File: config.mk
export PLATFORM = sky130hd
export DESIGN_NAME = seq_calc
export DESIGN_NICKNAME = d
export VERILOG_FILES = /design/src/rtl/calc_pkg.sv /design/src/rtl/seq_calc_iter.sv /design/src/rtl/seq_calc.sv
export SDC_FILE = /design/constraint.sdc
export NUM_CORES = 1
export LEC_CHECK = 0
export CAP_MARGIN = 20
export CORE_ASPECT_RATIO = 0.75
export CORE_UTILIZATION = 45
export CTS_CLUSTER_SIZE = 28
export DETAILED_ROUTE_END_ITERATION = 10
export PLACE_DENSITY = 0.77
export SYNTH_ARGS = -nofsm -noshare
export SYNTH_HDL_FRONTEND = slang
export SYNTH_SLANG_ARGS = --single-unit
File: constraint.sdc
create_clock -name clk -period 2.05 [get_ports clk]
set_input_delay 0.205 -clock clk [delete_from_list [all_inputs] [get_ports clk]]
set_output_delay 0.205 -clock clk [all_outputs]
set_load 0.02 [all_outputs]
File: src/rtl/calc_pkg.sv
// Shared constants for the sequential calculator: operation codes and FSM state encoding.
package calc_pkg;

  localparam logic [1:0] MODE_ADD = 2'b00;
  localparam logic [1:0] MODE_SUB = 2'b01;
  localparam logic [1:0] MODE_MUL = 2'b10;
  localparam logic [1:0] MODE_DIV = 2'b11;

  typedef logic [1:0] state_t;

  localparam state_t IDLE = 2'd0;
  localparam state_t CALC = 2'd1;
  localparam state_t DONE = 2'd2;

endpackage

File: src/rtl/seq_calc_iter.sv
// Iterative datapath shared by multiply (shift-add, LSB of b first) and
// restoring divide (MSB of a first); one step per enabled clock.
module seq_calc_iter
  import calc_pkg::*;
#(
  parameter int unsigned WIDTH = 4
) (
  input  logic                 clk,
  input  logic                 rst,
  input  logic                 load,
  input  logic                 step,
  input  logic [1:0]           mode,
  input  logic [WIDTH-1:0]     a,
  input  logic [WIDTH-1:0]     b,
  output logic                 last,
  output logic [2*WIDTH-1:0]   result_next,
  output logic [WIDTH-1:0]     rem_next
);

  localparam int unsigned CNT_W = $clog2(WIDTH) + 1;

  // Upper half: partial-product sum (mul) or partial remainder (div).
  // Lower half: remaining multiplier bits (mul) or dividend/quotient bits (div).
  logic [2*WIDTH-1:0] acc;
  logic [2*WIDTH-1:0] acc_step;
  logic [WIDTH-1:0]   operand;
  logic [CNT_W-1:0]   count;
  logic               div_r;

  logic [WIDTH:0]     sum;
  logic [WIDTH:0]     shifted;
  logic [WIDTH-1:0]   trial;
  logic               neg;

  always_comb begin
    sum      = {1'b0, acc[2*WIDTH-1:WIDTH]} + (acc[0] ? {1'b0, operand} : '0);
    shifted  = {acc[2*WIDTH-1:WIDTH], acc[WIDTH-1]};
    neg      = shifted < {1'b0, operand};
    trial    = WIDTH'(shifted - {1'b0, operand});
    if (div_r) begin
      acc_step = {(neg ? shifted[WIDTH-1:0] : trial), acc[WIDTH-2:0], ~neg};
    end else begin
      acc_step = {sum, acc[WIDTH-1:1]};
    end
    result_next = div_r ? {{WIDTH{1'b0}}, acc_step[WIDTH-1:0]} : acc_step;
    rem_next    = div_r ? acc_step[2*WIDTH-1:WIDTH] : '0;
  end

  assign last = (count == CNT_W'(WIDTH - 1));

  always_ff @(posedge clk or posedge rst) begin
    if (rst) begin
      acc     <= '0;
      operand <= '0;
      count   <= '0;
      div_r   <= 1'b0;
    end else if (load) begin
      div_r   <= (mode == MODE_DIV);
      operand <= (mode == MODE_DIV) ? b : a;
      acc     <= {{WIDTH{1'b0}}, ((mode == MODE_DIV) ? a : b)};
      count   <= '0;
    end else if (step) begin
      acc     <= acc_step;
      count   <= count + 1'b1;
    end
  end

endmodule

File: src/rtl/seq_calc.sv
// Multi-cycle calculator: start/busy/done handshake, single-cycle add/sub,
// iterative mul/div via seq_calc_iter, registered outputs held between operations.
module seq_calc
  import calc_pkg::*;
#(
  parameter int unsigned WIDTH = 4
) (
  input  logic                 clk,
  input  logic                 rst,
  input  logic                 start,
  input  logic [WIDTH-1:0]     a,
  input  logic [WIDTH-1:0]     b,
  input  logic [1:0]           mode,
  output logic                 busy,
  output logic                 done,
  output logic [2*WIDTH-1:0]   result,
  output logic [WIDTH-1:0]     remainder,
  output logic                 div_by_zero
);

  localparam int unsigned RW = 2 * WIDTH;

  state_t             state;
  logic [WIDTH-1:0]   a_r;
  logic [WIDTH-1:0]   b_r;
  logic [1:0]         mode_r;

  logic               accept;
  logic               div0;
  logic               iterative;
  logic               iter_step;
  logic               iter_last;
  logic               finish;
  logic [WIDTH:0]     sum;
  logic [WIDTH:0]     diff;
  logic [RW-1:0]      iter_result;
  logic [WIDTH-1:0]   iter_rem;

  assign accept    = start && (state != CALC);
  assign div0      = (mode_r == MODE_DIV) && (b_r == '0);
  assign iterative = (mode_r == MODE_MUL) || ((mode_r == MODE_DIV) && !div0);
  assign iter_step = (state == CALC) && iterative;
  assign finish    = (state == CALC) && (!iterative || iter_last);
  assign sum       = {1'b0, a_r} + {1'b0, b_r};
  // Bit WIDTH of the extended difference is the borrow.
  assign diff      = {1'b0, a_r} - {1'b0, b_r};

  assign busy = (state == CALC);
  assign done = (state == DONE);

  seq_calc_iter #(.WIDTH(WIDTH)) u_iter (
    .clk         (clk),
    .rst         (rst),
    .load        (accept),
    .step        (iter_step),
    .mode        (mode),
    .a           (a),
    .b           (b),
    .last        (iter_last),
    .result_next (iter_result),
    .rem_next    (iter_rem)
  );

  always_ff @(posedge clk or posedge rst) begin
    if (rst) begin
      state       <= IDLE;
      a_r         <= '0;
      b_r         <= '0;
      mode_r      <= MODE_ADD;
      result      <= '0;
      remainder   <= '0;
      div_by_zero <= 1'b0;
    end else if (accept) begin
      a_r         <= a;
      b_r         <= b;
      mode_r      <= mode;
      div_by_zero <= 1'b0;
      state       <= CALC;
    end else if (finish) begin
      state <= DONE;
      case (mode_r)
        MODE_ADD: begin
          result    <= RW'(sum);
          remainder <= '0;
        end
        MODE_SUB: begin
          result    <= RW'(diff);
          remainder <= '0;
        end
        MODE_MUL: begin
          result    <= iter_result;
          remainder <= '0;
        end
        default: begin
          if (div0) begin
            result      <= {{WIDTH{1'b0}}, {WIDTH{1'b1}}};
            remainder   <= a_r;
            div_by_zero <= 1'b1;
          end else begin
            result      <= iter_result;
            remainder   <= iter_rem;
          end
        end
      endcase
    end else if (state == DONE) begin
      state <= IDLE;
    end
  end

endmodule

==> After elaboration in Yosys (flattened, before gate mapping) <==
Cells that the tools add are included.
Widths: inputs -> output; s select.
{ "word_totals": {"register_bits": 41, "in_bits": 13, "out_inout_bits": 15} }
{ "op_classes": {"addsub": 5, "n_lt_le_gt_ge": 1, "eq_ne": 9, "n_mux": 22, "n_bitwise": 2, "reduce_logical": 18} }
{ "ops": {"columns": ["op", "n"], "rows": [
  ["$mux 8", 5],
  ["$mux 4", 7],
  ["$pmux 8 s3", 1],
  ["$add 4x4->5", 2],
  ["$eq 2x2->1 const B", 4],
  ["$mux 2", 3],
  ["$mux 3", 2],
  ["$reduce_bool 2->1", 3],
  ["$logic_and 1x1->1", 5],
  ["$lt 5x4->1", 1],
  ["$sub 4x4->5", 1],
  ["$eq 2x1->1 const B", 2],
  ["$logic_not 4->1", 1],
  ["$mux 1", 4],
  ["$ne 2x1->1 const B", 2],
  ["$sub 4x4->4", 1],
  ["$add 3x1->3 const B", 1],
  ["$eq 3x2->1 const B", 1],
  ["$reduce_and 3->1", 1],
  ["$reduce_bool 3->1", 1],
  ["$reduce_or 3->1", 1],
  ["$logic_not 1->1", 2],
  ["$logic_not 2->1", 1],
  ["$logic_or 1x1->1", 2],
  ["other kinds (2)", 3]
]} }

==> Depth between registers and ports, before layout <==
{ "logic_depth": {"depth_word": 10, "mapped_depth": 9} }

==> By module <==
Synthesis repeated with hierarchy kept, for this count alone.
{ "unflattened": {"hier_cells": 261, "hier_area_um2": 2575.0} }
{ "modules_own_cells": {"columns": ["module", "instances", "cells_each", "area_each_um2"], "rows": [
  ["seq_calc", 1, 124, 1328.8],
  ["seq_calc_iter", 1, 137, 1246.2]
]} }

==> Worst setup path before layout <==
OpenSTA, ideal clock, no wires.
{ "synth_timing": {"path_kind": "reg2reg", "start": "register mode_r[1]", "end": "register result[3]", "arrival_time_ps": 1915, "required_time_ps": 1946, "setup_slack_ps": 31, "stages_incl_launch_ff": 9, "path_buffers": 1, "period_less_slack_ps": 2019, "path_cell_list": "dfrtp_1 -> buf_2 -> nor2b_1 -> mux2i_1 -> ha_1 -> a21o_1 -> a21oi_1 -> xor2_1 -> a221oi_1"} }
{ "synth_between": {"elab_chain_cells": 9, "elab_cells_between_ends": 14, "classes_between": "eq/ne: 3; mux: 2; reduce/logical: 9"} }
{ "synth_lines": {"columns": ["item", "line_no", "text"], "rows": [
  ["start, declared", "seq_calc.sv:26", "logic [1:0] mode_r;"],
  ["start signal, assigned", "seq_calc.sv:76", "mode_r <= mode;"],
  ["$eq 2x2->1", "seq_calc.sv:40, seq_calc.sv:41", null],
  ["$logic_and 1x1->1", "seq_calc.sv:40", "assign div0 = (mode_r == MODE_DIV) && (b_r == '0);"],
  ["$logic_not 1->1", "seq_calc.sv:41", "assign iterative = (mode_r == MODE_MUL) || ((mode_r == MODE_DIV) && !div0);"],
  ["$logic_and 1x1->1", "seq_calc.sv:41", null],
  ["$logic_or 1x1->1", "seq_calc.sv:41", null],
  ["$logic_not 1->1", "seq_calc.sv:43", "assign finish = (state == CALC) && (!iterative || iter_last);"],
  ["$logic_or 1x1->1", "seq_calc.sv:43", null],
  ["$logic_and 1x1->1", "seq_calc.sv:43", null],
  ["$reduce_and 2->1 (no line)", null, null],
  ["end signal, assigned", "seq_calc.sv:83", "result <= RW'(sum);"],
  ["end signal, assigned", "seq_calc.sv:87", "result <= RW'(diff);"],
  ["end signal, assigned", "seq_calc.sv:91", "result <= iter_result;"],
  ["end, declared", "seq_calc.sv:16", "output logic [2*WIDTH-1:0] result,"]
]} }
Several ways; a longest one is shown, not always the timed one.
A chain may end at the register's enable or synchronous reset.

==> Worst setup path after layout <==
{ "layout_timing": {"start": "register b_r[1]", "end": "register result[4]"} }
{ "layout_between": {"elab_chain_cells": 9, "elab_cells_between_ends": 13, "classes_between": "add/sub: 2; mux: 2; reduce/logical: 9"} }
{ "layout_lines": {"columns": ["item", "line_no", "text"], "rows": [
  ["start, declared", "seq_calc.sv:25", "logic [WIDTH-1:0] b_r;"],
  ["start signal, assigned", "seq_calc.sv:68", "b_r <= '0;"],
  ["start signal, assigned", "seq_calc.sv:75", "b_r <= b;"],
  ["$logic_not 4->1", "seq_calc.sv:40", null],
  ["$logic_and 1x1->1", "seq_calc.sv:40", null],
  ["$logic_not 1->1", "seq_calc.sv:41", null],
  ["$logic_and 1x1->1", "seq_calc.sv:41", null],
  ["$logic_or 1x1->1", "seq_calc.sv:41", null],
  ["$logic_not 1->1", "seq_calc.sv:43", null],
  ["$logic_or 1x1->1", "seq_calc.sv:43", null],
  ["$logic_and 1x1->1", "seq_calc.sv:43", null],
  ["$reduce_and 2->1 (no line)", null, null]
]} }
Several ways; a longest one is shown, not always the timed one.

==> Implementation_results.wiki <==
{| class="wikitable"
! Metric !! Value
|-
| Clock Tree Buf Depth || 2
|-
| Gate count after technology mapping || about 240
|-
| Core area || about 5000 um2
|-
| Dpl hpwl || 4230 um
|-
| Dpl cell area || roughly 2800 um2
|-
| Vias post-DR || about 1,900
|-
| Share of the clock period used by the worst path after layout || between 90% and 100%
|-
| Clock-pin slew on the worst setup and hold paths || ~80 ps
|-
| Logic depth of the worst register-to-register path || 8
|-
| Worst path required time || 2260 ps
|-
| Slew @ Worst Pin || between 500 and 600 ps
|-
| Rows || 22
|-
| Number of hold violations in the final report || 0
|-
| Kind of launch point of the worst setup path || register
|-
| DRC violation total after the first TritonRoute iteration || approximately 120
|-
| Leading area contributor after synthesis || sky130_fd_sc_hd__dfrtp_1
|-
| Most common flop cell mapped by yosys || sky130_fd_sc_hd__dfrtp_1
|-
| Wirelength, routed || approximately 5600 um
|-
| Peak ir drop on the vdd network || around 0.59 mV
|-
| Antenna viol nets, final || 0
|-
| Critical path class || register to register
|-
| Die width || 86.7 um
|-
| Leading post-synthesis cells by instance count || 41 x sky130_fd_sc_hd__dfrtp_1, 21 x sky130_fd_sc_hd__nand2_1, 19 x sky130_fd_sc_hd__o21ai_0
|-
| Initial antenna violation count || 0
|-
| Total count of max-transition violations in the final report || 0
|-
| Switching power as a share of total power || 44.1%
|-
| Per-cell routed wire length || 16.3 um
|-
| Capture point of the worst reg-to-reg path || result[4]
|-
| Clock sink total || 41
|-
| Cell Int Power || ~2.8 mW
|-
| Top-count cell post-synth || sky130_fd_sc_hd__dfrtp_1
|-
| First-pass detailed-route iteration total || 4
|-
| Setup-violating endpoint count in the final report || 0
|-
| RePlAce Congestion || a little over 0.9
|-
| Maximum fanout along the worst path || 3
|-
| Via count of the first global-routing pass || roughly 1,900
|-
| Via density || ~5.6
|-
| Largest cells by area after synthesis || sky130_fd_sc_hd__dfrtp_1 42%, sky130_fd_sc_hd__ha_1 7.8%, sky130_fd_sc_hd__mux2i_1 5.4%
|-
| Sequential cell fraction of total power || ~30%
|-
| Design area || slightly below 3000 um2
|-
| Post-layout total power || just over 5 mW
|-
| Post-layout worst setup margin || around 63 ps
|-
| Clock latency at the later pin of the worst-skew pair || a little under 300 ps
|-
| CTS tree || built
|-
| Worst r2r src || b_r[1]
|-
| Achievable Freq || just over 500 MHz
|-
| Clock Tree Root || sky130_fd_sc_hd__clkbuf_8
|-
| Post-Route Utilization || around 58%
|-
| Number of enable-type register cells in the synthesized netlist || 0
|-
| Global-route usage over all layers || 22.5%
|-
| Sequential fraction of the synthesis area || 42.4%
|-
| Avg Cell Area, Syn || a little over 10 um2
|-
| Power density over cell area || between 1500 and 2000 nW/um2
|-
| Outcome || finished, final reports clean
|-
| Flop and latch count out of synthesis || 41
|-
| Count of synthesis-stage warnings from yosys || 0
|-
| Worst hold margin || approximately 340 ps
|-
| Fraction of power consumed by the clock network || 10.1%
|-
| Pleak || about 1.3 nW
|-
| Unique cell type count in the Yosys netlist || 45
|-
| Net count of the finished layout || 303
|-
| Setup repair after global routing missed its margin || true
|-
| Remaining global-route overflow || 0
|-
| WP data arrival || between 2000 and 2500 ps
|-
| Mapped Nets || ~270
|-
| Fill cell count || 449
|-
| Fraction of final layout cells with drive strength greater than 1 || about 14%
|-
| Reg2reg setup slack || between 60 and 70 ps
|-
| Antenna cell count || 0
|-
| Post-synth top area share || between 40% and 50%
|-
| Remaining max-slew budget at the tightest pin || approximately 64%
|-
| TritonCTS buffer count || 5
|-
| Drt drc || 0
|-
| Area growth from synthesis to layout || 21.4%
|-
| Count of H-tree levels built during CTS || 2
|-
| Net load switching power || 2.22 mW
|-
| Crit end category || register
|-
| Part of the power in combinational logic || between 50% and 60%
|-
| Ys async rst share || 100%
|-
| Worst hold path class || primary input to async pin
|-
| Synth Cell Area || about 2400 um2
|-
| Hold buffer count at CTS || 0
|-
| Starting Density || roughly 48%
|-
| Number of port buffers || 27
|-
| Layout Skew || 5.44 ps
|-
| Vertical die dimension || ~66 um
|-
| Minimum clock period after layout || about 2000 ps
|-
| Setup WS pre-CTS || -11.3 ps
|-
| Maxcap violations || 0
|-
| Die Area || 5680 um2
|-
| I/O pins || 28
|-
| First-pass GRT wire length || approximately 9400 um
|-
| Maximum number of pins on one net before global-route repair || 42
|}
## repair_timing
item,4_1_cts,5_1_grt
buffers inserted,0,2
resized for setup,1,8
pin swaps,0,1
setup endpoints to repair,2,8
## kinds of logic (layout without fill, tap and decap cells)
family	after synthesis	count (layout)	share of synthesized area [%]
compound gates	60	60	16.4
xor+xnor	8	8	2.90
fa+ha+maj	18	18	10.2
buf+inv	23	60	4.03
flops	41	41	42.4
mux	23	23	10.0
simple gates	63	63	14.0
## sequential cells by signal, summed over array words and instances (netlist names)
| name | cells |
|---|---|
| u_iter.acc | 8 |
| u_iter.div_r | 1 |
| u_iter.operand | 4 |
| div_by_zero | 1 |
| mode_r | 2 |
| b_r | 4 |
| a_r | 4 |
| result | 8 |
| state | 2 |
| remainder | 4 |
| u_iter.count | 3 |
## power groups by stage
stage,clock (mW),combinational (mW),sequential (mW)
after global placement,0,2.73,1.50
after floorplan,0,2.00,1.46
after detailed placement,0,2.81,1.52
after CTS,0.526,2.84,1.50
after global routing,0.568,3.32,1.57
final,0.511,3.01,1.52
## metrics by stage
stage	cells	TNS, ps
after global routing	345	-55.9
after floorplan	236	0
after detailed placement	335	-11.3
after global placement	335	0
final	345	0
after CTS	343	0
## cells in the final DEF, fill, tap and decap left out, types with 6 or more instances in the layout
cell type                          n
sky130_fd_sc_hd__nor2_1           10
sky130_fd_sc_hd__mux2_2           10
sky130_fd_sc_hd__ha_1             14
sky130_fd_sc_hd__buf_4            12
sky130_fd_sc_hd__nand2_1          21
sky130_fd_sc_hd__clkdlybuf4s50_1  27
sky130_fd_sc_hd__inv_1            13
sky130_fd_sc_hd__o21ai_0          18
sky130_fd_sc_hd__mux2i_1          12
sky130_fd_sc_hd__and2_1            6
sky130_fd_sc_hd__dfrtp_1          41
sky130_fd_sc_hd__a21oi_1           9
## how the worst max path moves through the flow
stage	startpoint	endpoint	cells past startpoint
floorplan	mode_r[1]	result[3]	8
global placement	u_iter.acc[0]	result[7]	7
detailed placement	b_r[1]	result[3]	8
CTS	b_r[1]	result[4]	8
global route	b_r[1]	result[4]	8
finish	b_r[1]	result[4]	8
## final cells by class
type	instances	area [um2]	share of cell area [%]
multi-input combinational	172	1330	45.3
sequential	41	1030	34.9
timing repair buffer	39	360	12.3
tap	72	90.1	3.07
clock buffer	8	80.1	2.73
inverter	13	48.8	1.66
## worst max-delay path, stage by stage (launching register included)
cell and delay (ps):
sky130_fd_sc_hd__dfrtp_1 370, sky130_fd_sc_hd__inv_1 50, sky130_fd_sc_hd__ha_1 300, sky130_fd_sc_hd__mux2i_4 80, sky130_fd_sc_hd__fa_1 430, sky130_fd_sc_hd__a21o_1 210
sky130_fd_sc_hd__a21oi_2 180, sky130_fd_sc_hd__xnor2_1 90, sky130_fd_sc_hd__o31ai_1 180
## per-layer routing
layer,track usage (%),share of wire (%),vias to the layer above
met1,34.1,50,930
met4,6.04,1.3,0
li1,-,-,909
met5,0,0,-
met3,4.77,7.1,10
met2,32.1,42,71
(Power assumes the default switching activity.)
